## src/rtl/int_ctrl_pkg.sv

```systemverilog
// Shared definitions for the interrupt controller: register offsets,
// control bit positions and the CPU handshake state encoding.
package int_ctrl_pkg;

   localparam logic [1:0] REG_MASK = 2'd0;
   localparam logic [1:0] REG_PEND = 2'd1;
   localparam logic [1:0] REG_MODE = 2'd2;
   localparam logic [1:0] REG_VEC  = 2'd3;

   localparam int GE_BIT    = 31;
   localparam int VALID_BIT = 31;

   typedef enum logic [1:0] {
      IDLE   = 2'd0,
      ASSERT = 2'd1,
      INSERV = 2'd2
   } state_t;

endpackage

```

## src/rtl/int_sync_edge.sv

```systemverilog
// Two-flop synchroniser for every raw request plus a delay stage that
// exposes synchronised rising edges.
module int_sync_edge #(
   parameter int N = 6
) (
   input  logic         clk,
   input  logic         reset,
   input  logic [N-1:0] d,
   output logic [N-1:0] s2,
   output logic [N-1:0] rise
);

   logic [N-1:0] s1, s3;

   always_ff @(posedge clk or negedge reset) begin
      if (!reset) begin
         s1 <= '0;
         s2 <= '0;
         s3 <= '0;
      end else begin
         s1 <= d;
         s2 <= s1;
         s3 <= s2;
      end
   end

   assign rise = s2 & ~s3;

endmodule

```

## src/rtl/int_ctrl.sv

```systemverilog
// Programmable interrupt controller: latches synchronised requests, applies
// mask/mode, picks the lowest-index active source and runs the CPU handshake.
module int_ctrl
   import int_ctrl_pkg::*;
#(
   parameter int N_SRC = 6,
   parameter int ID_W  = 3
) (
   input  logic             clk,
   input  logic             reset,
   input  logic [N_SRC-1:0] src,
   input  logic [1:0]       addr,
   input  logic             we,
   input  logic [31:0]      din,
   output logic [31:0]      dout,
   input  logic             ack,
   output logic             irq,
   output logic [ID_W-1:0]  irq_id
);

   logic [N_SRC-1:0] s2, rise;
   logic [N_SRC-1:0] mask_q, mode_q, pend_q, active;
   logic             ge_q;
   logic [ID_W-1:0]  sel, id_n;
   logic             irq_n;
   state_t           state_q, state_n;
   logic             wr_mask, wr_pend, wr_mode, eoi, ack_clr;
   logic             unused_din;

   // Only the low N_SRC bits and the GE bit of the write bus are meaningful.
   assign unused_din = ^din;

   int_sync_edge #(.N(N_SRC)) u_sync (
      .clk   (clk),
      .reset (reset),
      .d     (src),
      .s2    (s2),
      .rise  (rise)
   );

   assign wr_mask = we && (addr == REG_MASK);
   assign wr_pend = we && (addr == REG_PEND);
   assign wr_mode = we && (addr == REG_MODE);
   assign eoi     = we && (addr == REG_VEC);
   assign ack_clr = ack && (state_q == ASSERT);

   always_ff @(posedge clk or negedge reset) begin
      if (!reset) begin
         mask_q <= '0;
         ge_q   <= 1'b0;
         mode_q <= '0;
      end else begin
         if (wr_mask) begin
            mask_q <= din[N_SRC-1:0];
            ge_q   <= din[GE_BIT];
         end
         if (wr_mode) mode_q <= din[N_SRC-1:0];
      end
   end

   // Per-source pending bit; a new edge beats a simultaneous clear.
   for (genvar i = 0; i < N_SRC; i++) begin : g_pend
      logic clr;
      assign clr = (wr_pend && din[i]) || (ack_clr && (irq_id == ID_W'(i)));

      always_ff @(posedge clk or negedge reset) begin
         if (!reset)
            pend_q[i] <= 1'b0;
         else if (!mode_q[i])
            pend_q[i] <= (wr_mode && din[i]) ? 1'b0 : s2[i];
         else
            pend_q[i] <= rise[i] | (pend_q[i] & ~clr);
      end
   end

   assign active = pend_q & mask_q & {N_SRC{ge_q}};

   always_comb begin
      sel = '0;
      for (int i = N_SRC - 1; i >= 0; i--)
         if (active[i]) sel = ID_W'(i);
   end

   always_ff @(posedge clk or negedge reset) begin
      if (!reset) begin
         state_q <= IDLE;
         irq     <= 1'b0;
         irq_id  <= '0;
      end else begin
         state_q <= state_n;
         irq     <= irq_n;
         irq_id  <= id_n;
      end
   end

   always_comb begin
      state_n = state_q;
      irq_n   = irq;
      id_n    = irq_id;
      case (state_q)
         IDLE: begin
            if (active != '0) begin
               state_n = ASSERT;
               irq_n   = 1'b1;
               id_n    = sel;
            end
         end
         ASSERT: begin
            if (ack) begin
               state_n = INSERV;
               irq_n   = 1'b0;
            end else if (active == '0) begin
               state_n = IDLE;
               irq_n   = 1'b0;
            end else begin
               id_n = sel;
            end
         end
         INSERV: begin
            irq_n = 1'b0;
            if (eoi) state_n = IDLE;
         end
         default: begin
            state_n = IDLE;
            irq_n   = 1'b0;
         end
      endcase
   end

   always_comb begin
      dout = '0;
      case (addr)
         REG_MASK: begin
            dout[N_SRC-1:0] = mask_q;
            dout[GE_BIT]    = ge_q;
         end
         REG_PEND: dout[N_SRC-1:0] = pend_q & mask_q;
         REG_MODE: dout[N_SRC-1:0] = mode_q;
         default: begin
            dout[ID_W-1:0]  = irq_id;
            dout[VALID_BIT] = (state_q != IDLE);
         end
      endcase
   end

endmodule

```

## config.mk

```make
export PLATFORM = sky130hd
export DESIGN_NAME = int_ctrl
export DESIGN_NICKNAME = d
export VERILOG_FILES = /design/src/rtl/int_ctrl_pkg.sv /design/src/rtl/int_sync_edge.sv /design/src/rtl/int_ctrl.sv
export SDC_FILE = /design/constraint.sdc
export NUM_CORES = 1
export LEC_CHECK = 0
export CAP_MARGIN = 30
export CELL_PAD_IN_SITES_DETAIL_PLACEMENT = 1
export CELL_PAD_IN_SITES_GLOBAL_PLACEMENT = 2
export CORE_MARGIN = 4
export CORE_UTILIZATION = 26
export DETAILED_ROUTE_END_ITERATION = 8
export GPL_TIMING_DRIVEN = 0
export PLACE_DENSITY_LB_ADDON = 0.1
export SLEW_MARGIN = 20
export SYNTH_ARGS = -nofsm -noshare
export SYNTH_HDL_FRONTEND = slang
export SYNTH_HIERARCHICAL = 1
export SYNTH_SLANG_ARGS = --single-unit
```

## constraint.sdc

```tcl
create_clock -name clk -period 1.65 [get_ports clk]
set_input_delay 0.33 -clock clk [delete_from_list [all_inputs] [get_ports clk]]
set_output_delay 0.33 -clock clk [all_outputs]
set_load 0.02 [all_outputs]
```

Yosys cells after proc, flatten, opt, wreduce, memory -nomap -nowiden --
Cells that the tools add are included.
Operators by class: eq/ne operators 15, mux-type cells 34, bitwise gates (word level) 22, reduce and logical (&&, ||, !) cells 40
Operators by type and width (number):
- $mux W3 | 9
- $logic_and A1 B1 Y1 | 23
- $and A6 B6 Y6 | 3
- $pmux W3 S3 | 2
- $mux W1 | 15
- $mux W2 | 4
- $ne A2 B2 Y1 const B | 4
- $and A1 B1 Y1 | 6
- $eq A2 B2 Y1 const B | 3
- $eq A3 B2 Y1 const B | 2
- $eq A3 B3 Y1 const B | 2
- $logic_not A6 Y1 | 1
- $logic_or A1 B1 Y1 | 6
- $not A1 Y1 | 6
- $not A6 Y6 | 1
- $or A1 B1 Y1 | 6
- $pmux W2 S3 | 1
- $pmux W3 S2 | 1
- $reduce_bool A6 Y1 | 1
- $eq A2 B1 Y1 const B | 2
- $logic_not A2 Y1 | 2
- $pmux W1 S2 | 2
- $reduce_and A4 Y1 | 1
- $reduce_bool A2 Y1 | 2
- other kinds (6) | 6
Word-level totals: register bits 43, input bits 44, output and inout port bits 36, logic and storage cells 126

Depth between registers and ports, before layout --
word-level depth 11, mapped depth 6, gate-level depth less buffers 4

By module --
The synthesis kept the hierarchy.
Modules (own cells, without submodules):
- int_ctrl | instances 1, cells an instance 171, area an instance 1551.5 sq um, sequential area each 625.6 sq um
- int_sync_edge | instances 1, cells an instance 24, area an instance 533.0 sq um, sequential area each 450.4 sq um

Least setup slack after synthesis --
No wires, ideal clock.
kind input-to-output, start input addr[0], end output dout[2], data arrival time 1164 ps, required time 1320 ps, slack 156 ps, cell stages on the path 4, path buffers 1, cell sequence clkbuf_1 -> nand2b_1 -> o22ai_1 -> a21oi_1
Between the ends: longest elaborated chain between the ends 2, elaborated cells between the ends (all ways) 4, classes of those cells eq/ne (2); mux (1); reduce/logical (1)
RTL lines:
- from (decl) | line int_ctrl.sv:12 | input logic [1:0] addr,
- $eq A2 B2 Y1 (tied with other cells) | line int_ctrl.sv:132 | case (addr)
- $pmux W3 S3 * | line int_ctrl.sv:132
- to (decl) | line int_ctrl.sv:15 | output logic [31:0] dout,
Every way passes the cells marked *; elsewhere a longest branch is shown, timed or not.

Final worst setup path --
start input addr[0], end output dout[1]
Same word-level chain as after synthesis.

==> impl_metrics.csv <==
group,metric,value,unit
status,status,"completed",
worst_setup_path,critPathKind,"input pin to primary output",
route,remaining_drc_errors,0,
grt,grt_usage,11.28,%
place,place_congestion,0.7252,
cells_and_area,antenna_cells,0,
logic_synthesis,synth_area,0.002084,mm^2
timing,finalClockSkew,0.008297,ns
clocking,cts_root_buffer,"clkbuf_8",
clocking,numCtsBuffers,5,
place,io_buffer_count,28,
timing,totalNegativeSetupSlack,0,ns
cells_and_area,nNetsFinal,304,
place,dpl.hpwl,3.913,mm
cells_and_area,finish.utilization,35.36,%
route,drt_iter0_drc,51,
timing,max_freq,631.4,MHz
die,die_area,0.009514,mm^2
timing,hold_viol,0,
timing,hold-worst-slack,0.3525,ns
grt,grt_pass1_wl,8.576,mm
hold_path,hold_path_class,"register to register",
route,dr_total_vias,1556,
clocking,cts_buffer_depth,2,
timing,fin_ws,0.06614,ns
grt,gr-total-overflow,0,
logic_synthesis,synth_seq_area_share,51.62,%
logic_synthesis,synth.avg_cell_area,10.69,um^2
die,die_w,97.54,um
place,placed_area,0.002597,mm^2
place,dp.cells,350,
timing,report.final.slew_viol_count,0,
cells_and_area,syn2layout_area_growth,31.75,%
pwr,powerDensity,1110,mW/mm^2
cells_and_area,fillers,899,
logic_synthesis,synth_top_area_share,51.62,%
run,cap_violations,0,
die,initial_utilization,26.84,%
route,wl_per_cell,14.56,um
pwr,power,3.050,mW
logic_synthesis,synth.distinct_cells,32,
timing,min_period,1.584,ns
route,vias_per_cell,4.298,
grt,grt_pass1_vias,1646,
clocking,clk_pin_slew,0.08,ns
die,core_area,0.007767,mm^2
grt,antenna_found_initial,0,
worst_setup_path,cp.arrival,1.25,ns
logic_synthesis,ys.warnings.count,6,
die,die_y,97.54,um
route,dr.pass1.iters,2,
clocking,h-tree-depth,2,
pwr,vdd.ir_drop.worst,0.3705,mV
clocking,tritoncts,"built",
worst_setup_path,worst_setup_path_start_kind,"input pin",
logic_synthesis,syn_inst,195,
worst_setup_path,cp-end-kind,"primary output",
route,ant_nets,0,
die,num_rows,32,
worst_setup_path,worstPathRequired,1.32,ns
grt,grt_max_degree,26,
worst_setup_path,worst-r2r-setup-slack,0.12,ns
die,pin_count,80,
cells_and_area,drive_gt1_share,28.08,%
timing,setup_viol,0,
pwr,p_leak,1.336,nW
timing,rsz0062_at_grt,"no",
place,pre_cts_slack,-1.071,ns
clocking,cts.sink_count,43,
timing,period_share,95.99,%
logic_synthesis,ys_top_cells_by_area,"dfrtp_1 (52%), buf_4 (9.0%), nand2_1 (8.3%), mux2_2 (4.9%), nor2b_4 (4.0%)",
cells_and_area,finalInstanceArea,0.002746,mm^2
clocking,clk_latency,0.30,ns
worst_setup_path,cp_max_fo,8,
logic_synthesis,ys_ff_latch,43,
cells_and_area,layout.cells.non_filler,362,
route,drt_wl_total,5.270,mm
logic_synthesis,synth_top_cell_by_area,"dfrtp_1",
per-layer routing:
metal / global-route usage [%] / wire length (um)
met3: 3.087 / 296
met5: 0 / 0
met1: 14.26 / 2403
met4: 3.195 / 64
met2: 18.87 / 2507
cell type report:
| cell class | instances | area, um^2 | area share (%) |
|---|---|---|---|
| well taps | 102 | 127.6 | 4.647 |
| repair buffers | 35 | 330.3 | 12.03 |
| plain buffers | 30 | 237.7 | 8.656 |
| clock buffers | 6 | 82.58 | 3.007 |
| clock inverters | 1 | 5.005 | 0.1822 |
| inverters | 3 | 11.26 | 0.4100 |
| multi-input cells | 142 | 873.3 | 31.80 |
| flip-flops and latches | 43 | 1079 | 39.27 |
cells in the mapped netlist, drive strengths merged:
master and count:
a21oi 7, conb 1, dfrtp 43, and2 1
mux2i 7, a221o 1, and4b 1, a221oi 2
a311oi 1, nand4 2, o22ai 6, buf 29
o2111ai 2, and3b 3, inv 3, nand2 46
clkbuf 2, nor2b 6, nor2 2, a31oi 1
o211ai 6, o21ai 5, nand3 3, mux2 9
nand3b 3, nand2b 2, and4bb 1
worst max-delay path, cell delays in order:
cell,delay [ns]
clkdlybuf4s15_1,0.24
buf_8,0.15
nand2b_4,0.14
o22ai_1,0.06
a21oi_1,0.16
buf_4,0.17
cells by family after synthesis:
family	after synthesis	share of synthesized area, %
other	1	0.1799
DFF	43	51.62
buffers and inverters	34	11.46
and+or+nand+nor	70	18.25
muxes	16	8.224
AOI/OAI and AO/OA	31	10.26
path summary, 6_finish.rpt:
path                                         from                endpoint  cells past startpoint
max                                       addr[0]                 dout[1]                      6
min                        u_sync/s1[5]$_DFF_PN0_  u_sync/s2[5]$_DFF_PN0_                      0
max reg2reg                   pend_q[2]$_DFF_PN0_   irq_id[1]$_DFFE_PN0P_                      4
min reg2reg                u_sync/s1[5]$_DFF_PN0_  u_sync/s2[5]$_DFF_PN0_                      0
max in group asynchronous                   reset   mask_q[3]$_DFFE_PN0P_                      3
min in group asynchronous                   reset  u_sync/s2[2]$_DFF_PN0_                      2
where the power goes:
part	internal, mW	total [mW]	switching (mW)
Combinational	0.437	0.934	0.497
Sequential	1.23	1.42	0.192
Clock	0.329	0.692	0.363
what timing repair did:
item / in CTS / in global routing
buffers inserted: 5 / 0
endpoints found under the setup margin: 10 / 8
gates resized for setup: 34 / 7
hold buffers: 1 / 0
pin swaps: 0 / 0
endpoints found under the hold margin: 9 / 0
registers in the layout, indices dropped and copies added, names as in the netlist:
signal	flops
irq	1
mode_q	6
mask_q	6
ge_q	1
state_q	2
pend_q	6
irq_id	3
u_sync/s3	6
u_sync/s2	6
u_sync/s1	6
placed cells by master, fill, tap and decap left out, types with 2 or more instances in the layout:
| cell | instances |
|---|---|
| dfrtp_2 | 2 |
| o2111ai_1 | 2 |
| nor2b_4 | 6 |
| mux2i_1 | 7 |
| o21ai_1 | 2 |
| nor2_1 | 2 |
| nand3_1 | 3 |
| o211ai_1 | 5 |
| a21oi_1 | 7 |
| conb_1 | 25 |
| clkbuf_8 | 6 |
| dlygate4sd2_1 | 3 |
| inv_1 | 3 |
| mux2_2 | 9 |
| o21ai_0 | 3 |
| nand4_1 | 2 |
| o22ai_1 | 5 |
| clkdlybuf4s15_2 | 3 |
| buf_2 | 3 |
| clkdlybuf4s50_1 | 15 |
| dfrtp_1 | 41 |
| buf_6 | 2 |
| buf_4 | 32 |
| nand3b_1 | 3 |
| nand2_1 | 46 |
| and3b_1 | 3 |
Note: power is estimated with default switching activity, not from simulation.
